$ cat src/rtl/gpr_wb_scheduler.sv
// GPR writeback scheduler: busy scoreboard for issue hazards, plus a round-robin
// arbiter that merges EXU (A) and LSU (B) writebacks into one register-file write port.
module gpr_wb_scheduler #(
    parameter int REG_NUM = 32,
    parameter int DATA_W  = 32
) (
    input  logic              clk,
    input  logic              rst,
    input  logic              i_iss_valid,
    input  logic              i_iss_rd_wen,
    input  logic [4:0]        i_iss_rd_id,
    input  logic [4:0]        i_iss_rs_id1,
    input  logic [4:0]        i_iss_rs_id2,
    output logic              o_iss_stall,
    input  logic              i_a_valid,
    input  logic [4:0]        i_a_rd_id,
    input  logic [DATA_W-1:0] i_a_data,
    output logic              o_a_ready,
    input  logic              i_b_valid,
    input  logic [4:0]        i_b_rd_id,
    input  logic [DATA_W-1:0] i_b_data,
    output logic              o_b_ready,
    output logic              o_rf_gpr_wen,
    output logic [4:0]        o_rf_rd_id,
    output logic [DATA_W-1:0] o_rf_rd
);

    localparam logic [REG_NUM-1:0] ZERO_MASK = {{(REG_NUM-1){1'b1}}, 1'b0};

    logic [REG_NUM-1:0] busy;
    logic [REG_NUM-1:0] busy_next;
    logic [REG_NUM-1:0] set_mask;
    logic [REG_NUM-1:0] clr_mask;
    logic               last_b;
    logic               xfer;
    logic               issue_set;
    logic [4:0]         wb_rd;
    logic [DATA_W-1:0]  wb_data;

    assign o_iss_stall = !rst && i_iss_valid &&
                         (busy[i_iss_rs_id1] || busy[i_iss_rs_id2] ||
                          (i_iss_rd_wen && busy[i_iss_rd_id]));

    assign issue_set = !rst && i_iss_valid && !o_iss_stall && i_iss_rd_wen &&
                       (i_iss_rd_id != 5'd0);

    // On contention the requester that did not win last time gets the port
    always_comb begin
        o_a_ready = 1'b0;
        o_b_ready = 1'b0;
        if (!rst) begin
            if (i_a_valid && i_b_valid) begin
                o_a_ready = last_b;
                o_b_ready = !last_b;
            end else begin
                o_a_ready = i_a_valid;
                o_b_ready = i_b_valid;
            end
        end
    end

    assign xfer    = (i_a_valid && o_a_ready) || (i_b_valid && o_b_ready);
    assign wb_rd   = o_a_ready ? i_a_rd_id : i_b_rd_id;
    assign wb_data = o_a_ready ? i_a_data  : i_b_data;

    // Clear is applied before set so a same-cycle reissue keeps the register busy
    always_comb begin
        set_mask = '0;
        clr_mask = '0;
        if (issue_set) begin
            set_mask[i_iss_rd_id] = 1'b1;
        end
        if (xfer && (wb_rd != 5'd0)) begin
            clr_mask[wb_rd] = 1'b1;
        end
        busy_next = ((busy & ~clr_mask) | set_mask) & ZERO_MASK;
    end

    always_ff @(posedge clk) begin
        if (rst) begin
            busy         <= '0;
            last_b       <= 1'b1;
            o_rf_gpr_wen <= 1'b0;
            o_rf_rd_id   <= '0;
            o_rf_rd      <= '0;
        end else begin
            busy <= busy_next;
            if (xfer) begin
                last_b       <= o_b_ready;
                o_rf_gpr_wen <= (wb_rd != 5'd0);
                o_rf_rd_id   <= wb_rd;
                o_rf_rd      <= wb_data;
            end else begin
                o_rf_gpr_wen <= 1'b0;
            end
        end
    end

endmodule
$ cat config.mk
export PLATFORM = sky130hd
export DESIGN_NAME = gpr_wb_scheduler
export DESIGN_NICKNAME = d
export VERILOG_FILES = /design/src/rtl/gpr_wb_scheduler.sv
export SDC_FILE = /design/constraint.sdc
export NUM_CORES = 1
export LEC_CHECK = 0
export CORE_UTILIZATION = 35
export DETAILED_ROUTE_END_ITERATION = 8
export PLACE_DENSITY = 0.72
export SYNTH_ARGS = -nofsm -noshare
export SYNTH_HDL_FRONTEND = slang
export SYNTH_SLANG_ARGS = --single-unit
$ cat constraint.sdc
create_clock -name clk -period 2.55 [get_ports clk]
set_input_delay 0.3825 -clock clk [delete_from_list [all_inputs] [get_ports clk]]
set_output_delay 0.3825 -clock clk [all_outputs]
set_load 0.02 [all_outputs]
==> reports/qor.yml, run 1 <==
synthesis:
  synth_cell_types: 45
  synthArstFlopShare_pct: 0
  syn_nets: 565
  syn_inst: 470
  synth_edf_count: 0
  synth_flop_cell: "dfxtp_1"
  synth-seq-area-share_pct: 34.4
  yosys-top-cells-area: "dfxtp_1 34%, a311oi_1 7.7%, nand2_1 7.7%, mux2i_1 7.1%, o41ai_1 6.9%"
  synth_top_cell_by_area: "dfxtp_1"
  synth.top_cell.area_share_pct: 34.4
  post-synth-top-count-cell: "nand2_1"
  synth_common_cells: "83 x nand2_1, 70 x dfxtp_1, 45 x nor2_1, 36 x a311oi_1, 35 x clkbuf_1"
  yosysWarnings: 0
  netlist_area_um2: 4070
  syn_avg_cell_area_um2: 8.66
  ys_ff_latch: 70
power_and_ir_drop:
  irDropWorstVdd_v: 0.000289
  p_leak_nw: 2.56
  power.density_nw_per_um2: 462
timing:
  fmax_ghz: 0.371
  max-slew-margin-rel_pct: 42.6
  finClkSkew_ns: 0.00749
  fin_ws_ns: -0.148
  hold_ws_ns: 0.494
  finalSetupViolations: 3
  timing.final.hold_violations: 0
  fin_crit_ns: 2.70
  rsz0062_at_grt: "yes"
  finalMaxSlewViolations: 0
  period_share_pct: 106
  tightest_slew_ns: 0.858
clock_tree:
  clk_latency_ns: 0.33
  hold_buffers: 0
  numCtsBuffers: 9
  cts-root-buf: "clkbuf_16"
  cts_sinks: 70
  cts_tree: "yes"
  clkTransAtPathRegs_ns: 0.06
  htree_levels: 3
  clockBufferDepth: 2
route:
  wirelength_mm: 14.8
  post-route-drc-count: 0
  via_per_inst: 5.79
  wl_per_cell_um: 18.4
  drt_pass1_iterations: 5
  vias: 4652
  dr.first_iter.drc_count: 257
  postRouteAntennaNets: 0
layout:
  fin_nets: 753
  multiInputGateArea_um2: 2570
  nFillCells: 972
  seqCellArea_um2: 1410
  drive_above_1_share_pct: 22.8
  layout.cells.non_filler: 804
  insertedDiodeCount: 0
  final_core_util_pct: 57.2
  syn_to_final_growth_pct: 59.7
placement:
  post-dp-hpwl_mm: 11.3
  placed_cells: 787
  port_buffers: 135
  place.gp.congestion: 1.01
  place_ws_ns: -0.952
critical_path:
  cp-end-kind: "output port"
  critPathMaxStageDelay_ns: 0.47
  rr_worst_depth: 7
  crit_chain: "clkdlybuf4s50_1 > buf_6 > buf_6 > mux2i_1 > o22ai_1 > o22ai_1 > nand4_1 > and2_1 > o21a_4 > buf_6"
  cp_slowest_cell: "clkdlybuf4s50_1"
  cp.buffers_inverters: 4
  cp_top_family: "buffers and inverters"
  critPathArrivalTime_ns: 2.32
  crit_top_cell: "buf_6"
  critPathLaunchType: "input pin"
  crit_type: "input pin to output port"
  crit_cells: 10
  rrSetupSlack_ns: 0.04
  crit_required_ns: 2.17
  path_max_fanout: 7
outcome:
  violations: "setup timing"
  status: "finished, violations left"
global_routing:
  grt_overflow: 0
  grt_max_degree: 53
  antenna_found_initial: 0
  grt_pass1_wl_mm: 22.7
  grt_pass1_vias: 4498
  grt_usage_pct: 24.9
floorplanning:
  start_util_pct: 35.8
  fp.dieW_um: 110
  die-height_um: 110
  coreArea_um2: 11400
  dieArea_um2: 12100
  num_rows: 39
  io_pins: 136
flow_run:
  cap_violations: 0
hold_path:
  whs_path_depth: 2
  hp-class: "register to register"
-- what timing repair did --
action / CTS / global route
gates cloned: 0 / 0
buffers inserted: 3 / 0
pin swaps: 2 / 3
gates resized for setup: 25 / 31
endpoints found under the setup margin: 33 / 32
-- stage by stage --
stage	cell area [um2]	TNS [ns]	total power [mW]
2_1_floorplan	4080	0	1.53
3_3_place_gp	6060	-17.50	1.90
3_5_place_dp	6060	-19.16	1.92
4_1_cts	6360	-0.171	3.01
5_1_grt	6500	-0.189	3.14
6_report	6500	-0.185	3.01
-- final cells by class --
| cell class | count | area share (%) |
|---|---|---|
| Multi-Input combinational cell | 344 | 39.6 |
| Inverter | 9 | 0.520 |
| Clock buffer | 10 | 3.52 |
| Tap cell | 143 | 2.75 |
| Timing Repair Buffer | 224 | 31.6 |
| Sequential cell | 70 | 21.6 |
| Clock inverter | 4 | 0.404 |
-- report_power, final --
part	internal (mW)	total, mW	switching [mW]
registers	1.14	1.17	0.0265
logic	0.368	0.744	0.376
clock network	0.645	1.09	0.446
total	2.16	3.01	0.849
-- registers in the layout (all words and copies together) (netlist names) --
| name | cells |
|---|---|
| o_rf_rd_id | 5 |
| last_b | 1 |
| o_rf_rd | 32 |
| o_rf_gpr_wen | 1 |
| busy | 31 |
-- cell usage in the layout, fill, tap and decap left out, types with 3 or more instances in the layout --
cell	netlist	layout
clkdlybuf4s50_1	0	125
nand2_1	83	83
buf_4	0	82
dfxtp_1	70	68
nor2_1	45	45
a311oi_1	36	36
mux2i_1	29	26
o41ai_1	32	19
o211ai_1	13	13
o41ai_2	0	13
mux4_2	8	11
o311ai_0	18	10
clkbuf_16	0	9
inv_1	9	8
o311ai_1	0	7
nor3b_1	6	6
dlygate4sd2_1	0	6
nor2b_1	5	5
nand2b_1	5	5
o21ai_1	5	5
o22ai_1	5	5
buf_6	4	5
a211oi_1	4	4
o21ai_0	4	4
mux2i_2	0	3
a31oi_1	4	3
nand3_1	3	3
and3_1	3	3
a21oi_1	4	3
nand3b_1	3	3
-- routing by layer --
layer  track usage [%]  vias up  share of wire, %
met5                 0        -                 0
met4              11.0        0               3.3
met3              7.82       37                11
met2              40.1      278                47
met1              30.4     2147                38
li1                  -     2190                 -
-- worst register-to-register path, stage by stage, from the launching register on --
cell      delay, ns
dfxtp_2        0.32
mux4_2         0.47
mux4_2         0.48
nand2b_4       0.15
o211ai_2       0.09
nand4_4        0.14
buf_4          0.29
o41ai_2        0.46
-- final timing paths --
kind / end / from
worst max-delay path: o_iss_stall / i_iss_rd_id[0]
worst min-delay path: o_rf_rd[25] / o_rf_rd[25]
worst max register to register: busy[19] / busy[31]
worst min register to register: o_rf_rd[25] / o_rf_rd[25]
-- cells by family after synthesis --
logic type	count (synthesis)	synth area share, %
buffers and inverters	56	5.96
muxes	42	14.0
and+or+nand+nor	168	18.9
AOI/OAI and AO/OA	134	26.7
DFF	70	34.4
(Power assumes the default switching activity.)
==> run 2: changes to the inputs <==
- SETUP_SLACK_MARGIN: not set -> 0.3
==> run 2 against run 1 <==
Compared with the run above: the run still ends with setup timing left; worst hold slack better by 0.0012 ns; count of clock-buffer cells in the layout grew 2; sequential power about the same; final cell count rose by 1.5%; die area is the same; design area rose by 5.2%; clock skew decreased by 0.0014 ns; combinational power rose by 5.6%; power up 8.3%; clock power grew 18%; largest cell class unchanged; sequential share of layout area shrank 1.1 points; critical endpoint unchanged; utilization is 3.0 points higher.
==> reports/qor.yml, run 2 (same netlist as run 1, synthesis figures left out) <==
layout:
  final_common_cell: "clkdlybuf4s50_1"
  final_cell_mix: "122 x clkdlybuf4s50_1, 92 x buf_4, 83 x nand2_1"
  layout.cells.non_filler: 816  # +1.5%
  regMostFlops: "o_rf_rd"
  drive_above_1_share_pct: 27.9  # +5.1 points
  fin_nets: 763  # +1.3%
  insertedDiodeCount: 0  # unchanged
  nFillCells: 953  # -2.0%
  largest_register_ffs: 32  # unchanged
  top_regs: "o_rf_rd (32), busy (31), o_rf_rd_id (5)"
  fin_area_um2: 6840  # +5.2%
  syn_to_final_growth_pct: 68.1
  final_core_util_pct: 60.2  # +3.0 points
global_routing:
  grt_max_degree: 67  # +26%
  grt_usage_pct: 26.0  # +1.1 points
  antenna_found_initial: 0  # unchanged
  grt_pass1_wl_mm: 23.7  # +4.3%
  grt_overflow: 0  # unchanged
  grt_pass1_vias: 4660  # +3.6%
placement:
  place.gp.congestion: 1.02  # +1.3%
  post_dp_cell_area_um2: 6260  # +3.2%
  post-dp-hpwl_mm: 11.1  # -1.6%
  port_buffers: 135  # unchanged
  place_ws_ns: -0.981  # -0.0290 ns
  placed_cells: 793  # +0.76%
critical_path:
  critPathArrivalTime_ns: 2.33  # about the same
  crit_type: "register to output port"
  critPathLaunchType: "register"
  crit_chain: "mux4_2 > mux4_2 > nand2b_4 > o211ai_4 > nand4_4 > o21a_4 > buf_6"
  critPathMaxStageDelay_ns: 0.48  # about the same
  cp.buffers_inverters: 1  # -3
  crit_top_cell: "mux4_2"
  cp-end-kind: "output port"
  cp_slowest_cell: "mux4_2"
  path_max_fanout: 2  # -5
  cp_top_family: "multiplexers"
  crit_required_ns: 2.17  # about the same
timing:
  fmax_ghz: 0.368  # -0.60%
  period_share_pct: 106  # +0.64 points
  max-slew-margin-rel_pct: 42.1  # -0.42 points
  finalMaxSlewViolations: 0  # unchanged
  tightest_slew_ns: 0.867  # +0.00929 ns
  hold_ws_ns: 0.495  # +0.00124 ns
  setup_tns_ns: -0.164  # +0.0215 ns
  fin_crit_ns: 2.71  # +0.0162 ns
  rsz0062_at_grt: "yes"
  fin_ws_ns: -0.164  # -0.0162 ns
  timing.final.hold_violations: 0  # unchanged
  finalSetupViolations: 1  # -2
  finClkSkew_ns: 0.00607  # -0.00141 ns
outcome:
  violations: "setup timing"
  status: "finished, violations left"
power_and_ir_drop:
  switching_share_pct: 27.9  # -0.31 points
  p_total_mw: 3.25  # +8.3%
  irDropWorstVdd_v: 0.000491  # +70%
  p_leak_nw: 2.76  # +7.8%
  power.density_nw_per_um2: 476  # +2.9%
  internal-power_mw: 2.35  # +8.8%
  power.clock.fraction_pct: 39.8  # +3.5 points
  switching_power_uw: 909  # +7.1%
  combPwrFrac_pct: 24.2  # -0.6 points
  pwr-share-seq_pct: 36.1  # -2.9 points
hold_path:
  hp-class: "register to register"
clock_tree:
  numCtsBuffers: 9  # unchanged
  hold_buffers: 0  # unchanged
  htree_levels: 3  # unchanged
  cts_tree: "yes"
  cts_sinks: 70  # unchanged
  clockBufferDepth: 2  # unchanged
  cts-root-buf: "clkbuf_16"
  clk_latency_ns: 0.34  # about the same
  clkTransAtPathRegs_ns: 0.05  # about the same
route:
  drt_pass1_iterations: 4  # -1
  via_per_inst: 5.77  # -0.24%
  wl_per_cell_um: 19.0  # +2.9%
  wirelength_mm: 15.5  # +4.4%
  vias: 4710  # +1.2%
  postRouteAntennaNets: 0  # unchanged
  post-route-drc-count: 0  # unchanged
  dr.first_iter.drc_count: 269  # +4.7%
flow_run:
  cap_violations: 0  # unchanged
floorplanning:
  coreArea_um2: 11400  # unchanged
  fp.dieW_um: 110  # unchanged
  start_util_pct: 35.8  # unchanged
  io_pins: 136  # unchanged
  num_rows: 39  # unchanged
  dieArea_um2: 12100  # unchanged
  die-height_um: 110  # unchanged
## run 2: timing repair
action	CTS	global route
gates resized for setup	43	25
cloned	1	3
setup buffers	0	3
pin swaps	1	1
setup endpoints to repair	37	35
## run 2: path summary, 6_finish.rpt
check,from,to,slack (ns),depth (start not counted)
min,o_rf_rd[3],o_rf_rd[3],0.50,2
min reg2reg,o_rf_rd[3],o_rf_rd[3],0.50,2
max reg2reg,busy[27],busy[28],0.07,7
max,busy[27],o_iss_stall,-0.16,7
## run 2: worst min-delay path, delay by kind of cell (launching register included)
kind             cells  cell delay, ns
AND/OR/NAND/NOR      1            0.09
AO/OA/AOI/OAI        1            0.05
flip-flops           1            0.31
## run 2: layer usage
| metal | vias to the layer above | global-route usage [%] | wire length (um) | share of wire (%) |
|---|---|---|---|---|
| li1 | 2202 | - | - | - |
| met1 | 2218 | 31.1 | 6010 | 39 |
| met2 | 235 | 41.5 | 7310 | 47 |
| met3 | 55 | 6.64 | 1390 | 9.0 |
| met4 | 0 | 16.4 | 772 | 5.0 |
| met5 | - | 0 | 0 | 0 |
## run 2: area by class of cell
| class | count | area, um2 | area share, % |
|---|---|---|---|
| clock buffer | 12 | 256 | 3.75 |
| clock inverter | 4 | 55.1 | 0.805 |
| inverter | 9 | 33.8 | 0.494 |
| multi-input combinational | 345 | 2750 | 40.3 |
| sequential | 70 | 1410 | 20.6 |
| tap | 143 | 179 | 2.62 |
| timing repair buffer | 233 | 2160 | 31.5 |
## run 2: power by group through the flow
stage / registers, mW / clock network, mW / logic (mW)
after detailed placement: 1.20 / 0 / 0.742
after global routing: 1.18 / 1.34 / 0.845
after floorplan: 1.25 / 0 / 0.298
after CTS: 1.17 / 1.31 / 0.757
final: 1.17 / 1.29 / 0.786
after global placement: 1.19 / 0 / 0.730
